===== src/rtl/reg_cal_pkg.sv =====
// Purpose: shared types and field offsets for the multi-channel calibration control register.
// Latency: none (declarations only).
// Backpressure: none; the register bus has no stall.
package reg_cal_pkg;

  typedef enum logic {
    ST_IDLE = 1'b0,
    ST_BUSY = 1'b1
  } ch_state_e;

  localparam int START_LSB  = 0;
  localparam int DONE_LSB   = 8;
  localparam int ERR_LSB    = 16;
  localparam int IRQ_EN_BIT = 31;
  localparam int MAX_CH     = 8;

endpackage


===== src/rtl/cal_ch_fsm.sv =====
// Purpose: one calibration channel -- IDLE/BUSY FSM, saturating timeout counter, sticky DONE/ERR.
// Latency: start pulse and busy one edge after the launching write; done/timeout retire busy at the sampling edge.
// Backpressure: none; a launch while busy is dropped, a done while idle is dropped.
// Ports: start_req/done_clr/err_clr = decoded per-channel write bits, done_in = engine completion,
//        start = one-cycle launch pulse, busy = BUSY state, done/err = sticky status bits.
module cal_ch_fsm
  import reg_cal_pkg::*;
#(
  parameter int                   TMO_WIDTH = 16,
  parameter logic [TMO_WIDTH-1:0] TMO_LIMIT = '1
) (
  input  logic clk,
  input  logic rst_n,
  input  logic start_req,
  input  logic done_clr,
  input  logic err_clr,
  input  logic done_in,
  output logic start,
  output logic busy,
  output logic done,
  output logic err
);

  ch_state_e            state;
  logic [TMO_WIDTH-1:0] cnt;
  logic                 timeout;

  // A zero limit disables the timeout entirely.
  assign timeout = (TMO_LIMIT != '0) && (cnt == TMO_LIMIT);
  assign busy    = (state == ST_BUSY);

  always_ff @(posedge clk or negedge rst_n) begin
    if (!rst_n) begin
      state <= ST_IDLE;
      cnt   <= '0;
      start <= 1'b0;
      done  <= 1'b0;
      err   <= 1'b0;
    end else begin
      start <= 1'b0;
      // W1C first; the set assignments below come later so a set on the same edge wins.
      done  <= done & ~done_clr;
      err   <= err & ~err_clr;
      case (state)
        ST_IDLE: begin
          if (start_req) begin
            state <= ST_BUSY;
            cnt   <= '0;
            start <= 1'b1;
          end
        end
        ST_BUSY: begin
          // Completion takes priority over a timeout on the same edge.
          if (done_in) begin
            state <= ST_IDLE;
            done  <= 1'b1;
          end else if (timeout) begin
            state <= ST_IDLE;
            err   <= 1'b1;
          end else if (cnt != '1) begin
            cnt <= cnt + TMO_WIDTH'(1);
          end
        end
        default: state <= ST_IDLE;
      endcase
    end
  end

endmodule


===== src/rtl/reg_register_cal_ctrl.sv =====
// Purpose: 32-bit calibration start/status register driving up to 8 channel engines, with level irq.
// Latency: strobes, start pulses, busy and status one edge after the access; irq one edge after status.
// Backpressure: none; every access completes in the cycle it is presented.
// Ports: reg_wr_sel/reg_wr_rd/reg_wr_data = register bus, reg_rd_out = combinational read data,
//        ch_start/ch_done/ch_busy = per-channel engine handshake, irq = interrupt level,
//        f_ctrl_wr/f_ctrl_rd = registered access strobes.
module reg_register_cal_ctrl
  import reg_cal_pkg::*;
#(
  parameter int                   REG_WIDTH = 32,
  parameter int                   CH_NUM    = 4,
  parameter int                   TMO_WIDTH = 16,
  parameter logic [TMO_WIDTH-1:0] TMO_LIMIT = 16'hFFFF
) (
  input  logic                 clk,
  input  logic                 rst_n,
  input  logic                 reg_wr_sel,
  input  logic                 reg_wr_rd,
  input  logic [REG_WIDTH-1:0] reg_wr_data,
  output logic [REG_WIDTH-1:0] reg_rd_out,
  output logic [CH_NUM-1:0]    ch_start,
  input  logic [CH_NUM-1:0]    ch_done,
  output logic [CH_NUM-1:0]    ch_busy,
  output logic                 irq,
  output logic                 f_ctrl_wr,
  output logic                 f_ctrl_rd
);

  if (REG_WIDTH != 32) begin : g_bad_reg_width
    $error("reg_register_cal_ctrl: REG_WIDTH must be 32");
  end
  if (CH_NUM < 1 || CH_NUM > MAX_CH) begin : g_bad_ch_num
    $error("reg_register_cal_ctrl: CH_NUM must be 1..8");
  end

  logic              wr;
  logic              rd;
  logic              irq_en;
  logic [CH_NUM-1:0] ch_done_st;
  logic [CH_NUM-1:0] ch_err_st;
  logic              unused_wr_bits;

  assign wr = reg_wr_sel & reg_wr_rd;
  assign rd = reg_wr_sel & ~reg_wr_rd;

  // Reserved and out-of-range field bits are intentionally ignored on write.
  assign unused_wr_bits = ^reg_wr_data;

  for (genvar i = 0; i < CH_NUM; i++) begin : g_ch
    cal_ch_fsm #(
      .TMO_WIDTH (TMO_WIDTH),
      .TMO_LIMIT (TMO_LIMIT)
    ) u_ch (
      .clk       (clk),
      .rst_n     (rst_n),
      .start_req (wr & reg_wr_data[START_LSB + i]),
      .done_clr  (wr & reg_wr_data[DONE_LSB + i]),
      .err_clr   (wr & reg_wr_data[ERR_LSB + i]),
      .done_in   (ch_done[i]),
      .start     (ch_start[i]),
      .busy      (ch_busy[i]),
      .done      (ch_done_st[i]),
      .err       (ch_err_st[i])
    );
  end

  // Read data is pure state: no side effects, unimplemented channel bits read 0.
  always_comb begin
    reg_rd_out = '0;
    for (int i = 0; i < CH_NUM; i++) begin
      reg_rd_out[START_LSB + i] = ch_busy[i];
      reg_rd_out[DONE_LSB + i]  = ch_done_st[i];
      reg_rd_out[ERR_LSB + i]   = ch_err_st[i];
    end
    reg_rd_out[IRQ_EN_BIT] = irq_en;
  end

  always_ff @(posedge clk or negedge rst_n) begin
    if (!rst_n) begin
      irq_en    <= 1'b0;
      irq       <= 1'b0;
      f_ctrl_wr <= 1'b0;
      f_ctrl_rd <= 1'b0;
    end else begin
      if (wr) begin
        irq_en <= reg_wr_data[IRQ_EN_BIT];
      end
      // Built from pre-edge status, so irq trails a status change by one edge.
      irq       <= irq_en & (|(ch_done_st | ch_err_st));
      f_ctrl_wr <= wr;
      f_ctrl_rd <= rd;
    end
  end

endmodule


===== config.mk =====
export PLATFORM = sky130hd
export DESIGN_NAME = reg_register_cal_ctrl
export DESIGN_NICKNAME = d
export VERILOG_FILES = /design/src/rtl/reg_cal_pkg.sv /design/src/rtl/cal_ch_fsm.sv /design/src/rtl/reg_register_cal_ctrl.sv
export SDC_FILE = /design/constraint.sdc
export NUM_CORES = 1
export LEC_CHECK = 0
export CORE_MARGIN = 2
export CORE_UTILIZATION = 46
export CTS_BUF_LIST = sky130_fd_sc_hd__clkbuf_2
export DETAILED_ROUTE_END_ITERATION = 10
export DONT_BUFFER_PORTS = 1
export PLACE_DENSITY = 0.65
export REMOVE_ABC_BUFFERS = 1
export SYNTH_ARGS = -nofsm -noshare
export SYNTH_HDL_FRONTEND = slang
export SYNTH_SLANG_ARGS = --single-unit

===== constraint.sdc =====
create_clock -name clk -period 2.26 [get_ports clk]
set_input_delay 0.452 -clock clk [delete_from_list [all_inputs] [get_ports clk]]
set_output_delay 0.452 -clock clk [all_outputs]
set_load 0.05 [all_outputs]

==> flow_results.org, run 1 <==
** Outcome
- The flow ran to the end, and the final reports show no timing, DRC or antenna violations.

** Logic synthesis
- Counting flops and latches in the post-synthesis netlist gives 84.
- Avg Cell Area, Syn :: 9.466 µm²
- Ys flop type :: dfrtp_1
- Sequential cells were found to cover 44.68% of the synthesized design area.
- Share of synthesized flip-flops with an asynchronous set or reset :: 100.0%
- In this run the cell area of the synthesized design comes to 4705 µm².
- Count of unique library cells instantiated by Yosys :: 57
- Gate count of the mapped netlist :: 497
- Counting flops with a built-in enable in the synthesized netlist gives 0.
- For this run, the number of Yosys warnings is 0.

** Timing
- Remaining max-slew budget at the tightest pin :: 48.88%
- Final min period :: 2.070 ns
- Crit share post-route :: 91.60%
- Transition time at the pin with the least slew margin :: 0.7617 ns
- Final setup fails :: 0
- Setup slack closes at 0.1897 ns.
- The clock arrives with 0.04064 ns of skew.
- Number of endpoints with negative hold slack in the final report :: 0
- Worst hold slack :: 0.04691 ns
- Maximum clock frequency :: 483.0 MHz
- Setup repair after global routing left no endpoint under its margin.
- Slew Viols, Final :: 0

** Final layout
- Area growth from synthesis to layout :: 5.479%
- Cells fill 50.30% of the core in the end.
- In the final design database the tool counted 544 nets.
- For this run, the number of standard cells in the final layout without fillers is 639.
- Proportion of layout cells with a drive suffix above 1 :: 10.10%

** Setup path
- Maximum fanout encountered on the critical timing path :: 8
- Reg-to-Reg Start :: g_ch[2].u_ch.cnt[1]
- Measured in cells, the most critical reg-to-reg path has a length of 5.
- Worst path cell trace :: ha_1, nand4_1, or4_1, a31oi_1, a31oi_1
- End of the worst register-to-register path :: g_ch[2].u_ch.cnt[2]
- Worst Setup End Kind :: flip-flop
- Stage delay of the slowest cell on the critical path :: 0.75 ns
- Data required time of the critical path :: 2.67 ns
- Most frequent cell on the critical path :: a31oi_1
- Data on the critical path arrives at its endpoint at 2.48 ns.
- Cell type of the slowest stage on the worst timing path :: or4_1
- The worst setup path is launched from a flip-flop.
- Setup slack of the worst register-to-register path :: 0.19 ns
- Category of the critical setup timing path :: reg -> reg

** Pwr
- Across the VDD grid, the largest voltage drop is 522.7 µV.
- P_int :: 0.002214 W
- For this design the ratio of total power to cell area is 718.5 nW/µm².
- Net switching is 37.91% of the power.
- Leakage :: 2.169 nW
- Net switching component of the power :: 0.001352 W
- Combinational share of power :: 22.2%
- Power consumption :: 0.003565 W
- Register share of total power :: 55.4%
- Portion of total power attributed to the clock network :: 22.4%

** Global routing
- Entering global routing, the biggest net connects 85 pins.
- Global-route total usage across every layer :: 18.98%
- First-pass GRT wire length :: 17.19 mm
- The via count of the first global-routing pass came to 3,585.
- Antenna violations before repair :: 1
- For this run the aggregate overflow at the end of global routing stands at 0.

** Place
- Detailed placement ended at an HPWL of 7.102 mm.
- Pre-CTS worst setup slack :: 0.2346 ns
- The number of placed instances, taps included, is 615.
- Port Buf Inserts :: 0
- Final estimated routing congestion in global placement :: 0.8304

** Flow run
- Across the run, the number of max-cap violations was 0.

** Die
- Once the floorplan was initialized, standard cells occupied 47.69% of the core.
- I/O pins :: 83
- After floorplanning, the core was sized to cover 9864 µm².
- The floorplan step defined a die boundary enclosing 11,050 µm².
- Die Y :: 105.1 µm
- Chip Width :: 105.1 µm
- Number of cell rows :: 36

** Clocking
- In this run, CTS created clock tree buffers numbering 9.
- In this run the post-CTS setup repair buffer count came out at 0.
- The longest clock path from root to sink contains 2 buffers.
- Clock tree synthesis found a total of 84 sinks.
- TritonCTS built the clock tree.
- Master cell of the clock root buffer :: clkbuf_2
- Hold_buf cts :: 6
- After clock tree synthesis, the clock-pin slew on the worst setup and hold paths is 0.25 ns.
- Clock latency on the worst-skew pair, taken at its later pin, is 0.54 ns.
- H-tree Lvls :: 3
- Gates resized, CTS repair :: 0

** Drt
- Routed wirelength normalized by instance count :: 15.77 µm
- Count of vias placed by the detailed router :: 3,703
- Wires add up to 10.08 mm.
- DRC marker count from the first detailed-route iteration :: 201
- Antenna viol nets, final :: 0
- Total DRC errors in the routed layout :: 0
- Before antenna repair, the detailed router went through 4 iterations.
- Routed via count divided by cell count :: 5.795

** Min path
- The worst hold path belongs to the class in -> reg.
- The worst hold path begins at reg_wr_data[18].
- Along the worst hold path, the cell count comes to 3.
- Worst hold endpoint :: g_ch[2].u_ch.err
[placed cells by master (no fill, tap or decap), types with 3 or more instances in the layout]
| cell type | count |
|---|---|
| xor2_1 | 5 |
| a21oi_1 | 5 |
| nor2b_1 | 7 |
| clkbuf_2 | 11 |
| nor2_1 | 10 |
| or4_1 | 8 |
| nand2_1 | 64 |
| nand4_1 | 17 |
| ha_1 | 4 |
| inv_1 | 17 |
| nor4b_1 | 5 |
| o211ai_1 | 11 |
| o21ai_0 | 3 |
| conb_1 | 19 |
| and3_1 | 8 |
| nand3_1 | 29 |
| o21ai_1 | 9 |
| nor4_1 | 14 |
| buf_4 | 27 |
| nor3_1 | 21 |
| a31oi_1 | 17 |
| nand3b_1 | 3 |
| dfrtp_1 | 84 |
| xnor2_1 | 5 |
| a21o_1 | 4 |
| a22o_1 | 18 |
| dlygate4sd3_1 | 6 |
| mux2i_1 | 15 |
| o221ai_1 | 3 |
| a21boi_0 | 3 |
| nand2b_1 | 8 |
[power by group through the flow]
stage / Combinational, W / Sequential [W] / Clock (W)
finish: 0.000790 / 0.00198 / 0.000798
global route: 0.000877 / 0.00201 / 0.000877
CTS: 0.000793 / 0.00197 / 0.000831
detailed placement: 0.000745 / 0.00200 / 0
global placement: 0.000727 / 0.00199 / 0
floorplan: 0.000418 / 0.00208 / 0
[per-stage QoR]
stage / TNS (ns) / area, µm²
floorplan: -1.731 / 4388
finish: 0 / 4962
global placement: 0 / 4757
CTS: 0 / 4950
global route: 0 / 4962
detailed placement: 0 / 4757
[kinds of logic after synthesis]
| kind of cell | after synthesis | share of synthesized area, % |
|---|---|---|
| AOI/OAI and AO/OA | 96 | 15.59 |
| xor gates and xnor gates | 10 | 1.862 |
| adders and majority gates | 4 | 1.064 |
| buffers and inverters | 78 | 9.601 |
| DFF | 84 | 44.68 |
| muxes | 15 | 3.191 |
| other | 1 | 0.07971 |
| and+or+nand+nor | 209 | 23.94 |
[worst max-delay path by stage]
stage / cells after the start / end / slack, ns / from
finish: 5 / g_ch[2].u_ch.cnt[2] / 0.19 / g_ch[2].u_ch.cnt[1]
global route: 5 / g_ch[2].u_ch.cnt[4] / 0.05 / g_ch[2].u_ch.cnt[1]
CTS: 5 / g_ch[2].u_ch.cnt[2] / 0.22 / g_ch[2].u_ch.cnt[1]
detailed placement: 6 / g_ch[0].u_ch.cnt[10] / 0.23 / g_ch[0].u_ch.cnt[0]
global placement: 5 / g_ch[2].u_ch.cnt[3] / 0.27 / g_ch[2].u_ch.cnt[1]
floorplan: 4 / g_ch[0].u_ch.cnt[15] / -0.38 / g_ch[0].u_ch.busy
[per-layer routing]
layer / global-route usage, % / wire [µm] / vias up
met2: 29.73 / 4561 / 90
li1: - / - / 1786
met4: 6.000 / 137 / 0
met3: 4.242 / 455 / 12
met5: 0 / 0 / -
met1: 26.19 / 4921 / 1815
[critical path, delay by kind of cell (launching register included)]
| kind | cells | cell delay (ns) |
|---|---|---|
| flip-flops | 1 | 0.45 |
| AO/OA/AOI/OAI | 2 | 0.30 |
| adder cells (fa/ha/maj) | 1 | 0.23 |
| AND/OR/NAND/NOR | 2 | 0.96 |
[synth_stat cells, types with 7 or more instances]
| master | number | area [µm²] |
|---|---|---|
| a22o_1 | 18 | 157.7 |
| o211ai_1 | 11 | 82.58 |
| buf_4 | 41 | 307.8 |
| nand2b_1 | 8 | 50.05 |
| nor4_1 | 14 | 87.58 |
| a31oi_1 | 17 | 106.4 |
| nand2_1 | 64 | 240.2 |
| nand3_1 | 29 | 145.1 |
| nor2b_1 | 7 | 43.79 |
| dfrtp_1 | 84 | 2102 |
| o21ai_1 | 9 | 45.04 |
| and3_1 | 8 | 50.05 |
| mux2i_1 | 15 | 150.1 |
| clkbuf_1 | 15 | 56.30 |
| nor3_1 | 21 | 105.1 |
| inv_1 | 17 | 63.81 |
| nand4_1 | 17 | 106.4 |
| or4_1 | 8 | 60.06 |
| nor2_1 | 10 | 37.54 |
[area by class of cell]
type	count	area [µm²]
well taps	133	166.4
flip-flops and latches	84	2102
multi-input cells	353	2218
fillers	892	4902
inverters	18	67.56
clock inverters	5	60.06
repair buffers	34	290.3
diodes	1	2.502
clock buffers	11	55.05
[sequential cells by signal (all words and copies together) (netlist names)]
signal           cells
f_ctrl_wr            1
f_ctrl_rd            1
g_ch.u_ch.cnt       64
irq                  1
irq_en               1
g_ch.u_ch.busy       4
g_ch.u_ch.err        4
g_ch.u_ch.done       4
g_ch.u_ch.start      4
Note: power is estimated with default switching activity, not from simulation.
==> run 2, diff against run 1 <==
--- a/config.mk
+++ b/config.mk
@@ -10,6 +10,7 @@
 export CTS_BUF_LIST = sky130_fd_sc_hd__clkbuf_2
 export DETAILED_ROUTE_END_ITERATION = 10
 export DONT_BUFFER_PORTS = 1
+export HOLD_SLACK_MARGIN = 0.12
 export PLACE_DENSITY = 0.65
 export REMOVE_ABC_BUFFERS = 1
 export SYNTH_ARGS = -nofsm -noshare
==> run 2 against run 1 <==
Net effect: sequential power about the same; total power up 1.1%; worst setup slack worse by 0.013 ns; global-route usage up 0.39 points; clock power up 0.9%; critical path depth unchanged; combinational power up 4.2%; cell area up 2.4%; routed wire length up 1.6%.
==> flow_results.org, run 2 (synthesized netlist as in run 1, its figures left out) <==
** Outcome
- Outcome: completed (unchanged).

** Min path
- Class of the worst hold path :: in -> reg (unchanged)

** Final layout
- The register with the most flip-flops was g_ch.u_ch.cnt (unchanged).
- The share of final-layout standard cells stronger than drive strength 1 came to 9.865% (was 10.10%).
- Number of nets in the final layout :: 556 (was 544)
- Most common library cell in the layout ignoring fill and taps :: dfrtp_1 (unchanged)
- The relative area change from synthesis to final layout came to 8.032% (was 5.479%).
- Most frequent cells in the layout: dfrtp_1 (84), nand2_1 (64), nand3_1 (29) (unchanged).
- Filler cell count :: 884 (was 892)
- Post-route non-filler standard cell count :: 651 (was 639)
- Flip-flop count of the largest register, all copies and words added :: 64 (unchanged)
- The final instance area was 5082 µm² (was 4962 µm²).

** Pwr
- The post-route total power is 0.003605 W (was 0.003565 W).
- The clock share of power came to 22.3% (was 22.4%).
- Switching part of the total power :: 37.87% (was 37.91%)
- Worst-case vdd ir drop :: 524.7 µV (was 522.7 µV)
- Power density of the placed cells :: 709.3 nW/µm² (was 718.5 nW/µm²)
- Leakage :: 2.222 nW (was 2.169 nW)
- The cell-internal power came to 0.002240 W (was 0.002214 W).
- The relative contribution of combinational cells to total power was 22.8% (was 22.2%).
- The switching power came to 0.001365 W (was 0.001352 W).
- The sequential group share of total power is 54.9% (was 55.4%).

** Place
- The worst slack after detailed placement is 0.2346 ns (unchanged).
- The port buffer count came to 0 (unchanged).
- The placed instance area is 4757 µm² (unchanged).
- The routability congestion estimate from global placement is 0.8304 (unchanged).
- Number of placed instances, taps included :: 615 (unchanged)
- The placed wire-length estimate is 7.102 mm (unchanged).

** Global routing
- First-pass GRT wire length :: 17.53 mm (was 17.19 mm)
- The via count of the first global-routing pass is 3,669 (was 3,585).
- The pin count of the biggest net entering global routing came to 85 (unchanged).
- Global-route total usage across every layer :: 19.36% (was 18.98%)
- Antenna violations before repair :: 1 (unchanged)
- Total congestion overflow :: 0 (unchanged)

** Clocking
- The clock tree from TritonCTS was yes (unchanged).
- The clock slew seen by the registers of the worst setup and hold paths came to 0.25 ns (about the same).
- Master cell of the clock root buffer :: clkbuf_2 (unchanged)
- Setup fix buffers added after clock tree synthesis :: 0 (unchanged)
- The maximum root-to-sink buffer count was 2 (unchanged).
- The CTS buffer count was 9 (unchanged).
- The clock latency reported for the late side of the worst-skew pair is 0.55 ns (was 0.54 ns).
- The total number of H-tree levels is 3 (unchanged).
- Sinks on Clock Net :: 84 (unchanged)

** Die
- Chip Width :: 105.1 µm (unchanged)
- The site row count was 36 (unchanged).
- I/O pins :: 83 (unchanged)
- Initial core utilization :: 47.69% (unchanged)
- Die Y :: 105.1 µm (unchanged)
- Core outline area :: 9864 µm² (unchanged)
- The die area was 11,050 µm² (unchanged).

** Setup path
- Maximum fanout encountered on the critical timing path :: 8 (unchanged)
- The required arrival time at the worst endpoint was 2.68 ns (was 2.67 ns).
- Worst endpoint data arrival time :: 2.50 ns (was 2.48 ns)
- Category of the critical setup timing path :: reg -> reg (unchanged)
- The element type at the critical path start is a flip-flop (unchanged).
- The endpoint class of the critical path is a flip-flop (unchanged).

** Timing
- Crit share post-route :: 92.16% (was 91.60%)
- Unrepaired setup endpoints after global routing: no (unchanged).
- Transition time at the pin with the least slew margin :: 0.7615 ns (was 0.7617 ns)
- Final setup fails :: 0 (unchanged)
- Number of endpoints with negative hold slack in the final report :: 0 (unchanged)
- Remaining max-slew budget at the tightest pin :: 48.89% (was 48.88%)
- The number of max-slew violations in the final report was 0 (unchanged).
- Total Negative Setup Slacks :: 0 ns (unchanged)
- Final min period :: 2.083 ns (was 2.070 ns)
- PnR worst setup slack :: 0.1771 ns (was 0.1897 ns)
- Maximum clock skew at final layout :: 0.04553 ns (was 0.04064 ns)
- Maximum clock frequency :: 480.1 MHz (was 483.0 MHz)

** Drt
- The DRC violation total after the first TritonRoute iteration is 228 (was 201).
- The total via count in the routed design was 3,752 (was 3,703).
- The final wirelength came to 10.24 mm (was 10.08 mm).
- Routed via count divided by cell count :: 5.763 (was 5.795)
- The detailed-router iteration count before antenna repair came to 5 (was 4).
- The number of remaining DRC errors is 0 (unchanged).
- Antenna viol nets, final :: 0 (unchanged)
- The mean routed wirelength per cell is 15.73 µm (was 15.77 µm).

** Flow run
- Count of maximum capacitance violations :: 0 (unchanged)
## run 2: cell count changes in the layout (fill, tap and decap cells not counted), sizes merged
cell         previous run  this run
dlygate4sd3             6        18
## run 2: path summary, 6_finish.rpt
check	start	slack (ns)	depth (start not counted)	to
min in group asynchronous	rst_n	0.40	2	g_ch[0].u_ch.cnt[6]
max	g_ch[2].u_ch.cnt[1]	0.18	5	g_ch[2].u_ch.cnt[3]
max reg2reg	g_ch[2].u_ch.cnt[1]	0.18	5	g_ch[2].u_ch.cnt[3]
max in group asynchronous	rst_n	1.46	2	g_ch[3].u_ch.cnt[13]
min	reg_wr_data[3]	0.19	3	g_ch[3].u_ch.start
min reg2reg	g_ch[1].u_ch.cnt[15]	0.49	1	g_ch[1].u_ch.cnt[15]
## run 2: metrics by stage
stage	hold slack, ns	utilization, %
finish	0.1913	51.52
global placement	0.1590	48.22
detailed placement	0.1601	48.22
CTS	0.1518	51.50
floorplan	0.1564	-
global route	0.1610	51.52
## run 2: timing repair
action,CTS,global route
endpoints found under the hold margin,100,0
gates resized for setup,0,0
hold buffers,19,0
## run 2: layer usage
metal  track usage (%)  vias to the layer above  part of all wire [%]  wire, µm
met5                 0                        -                     0         0
met2             31.03                      108                    46      4737
li1                  -                     1806                     -         -
met4             5.619                        0                   1.1       110
met1             26.51                     1827                    48      4894
met3             4.055                       11                   4.8       496
## run 2: critical path, stage by stage, from the launching register on
cell	delay (ns)
dfrtp_1	0.45
ha_1	0.23
nand4_1	0.20
or4_1	0.75
a31oi_1	0.24
a31oi_1	0.07
## run 2: area by class of cell
type / count / area [µm²] / share of cell area, %
multi-input cells: 353 / 2218 / 43.65
flip-flops and latches: 84 / 2102 / 41.36
repair buffers: 46 / 410.4 / 8.075
well taps: 133 / 166.4 / 3.274
inverters: 18 / 67.56 / 1.329
clock inverters: 5 / 60.06 / 1.182
clock buffers: 11 / 55.05 / 1.083
diodes: 1 / 2.502 / 0.04924
## run 2: power by group through the flow
stage	Sequential [W]	Combinational, W	Clock, W
floorplan	0.00208	0.000418	0
global placement	0.00199	0.000727	0
detailed placement	0.00200	0.000745	0
CTS	0.00197	0.000826	0.000831
global route	0.00201	0.000915	0.000877
finish	0.00198	0.000823	0.000805
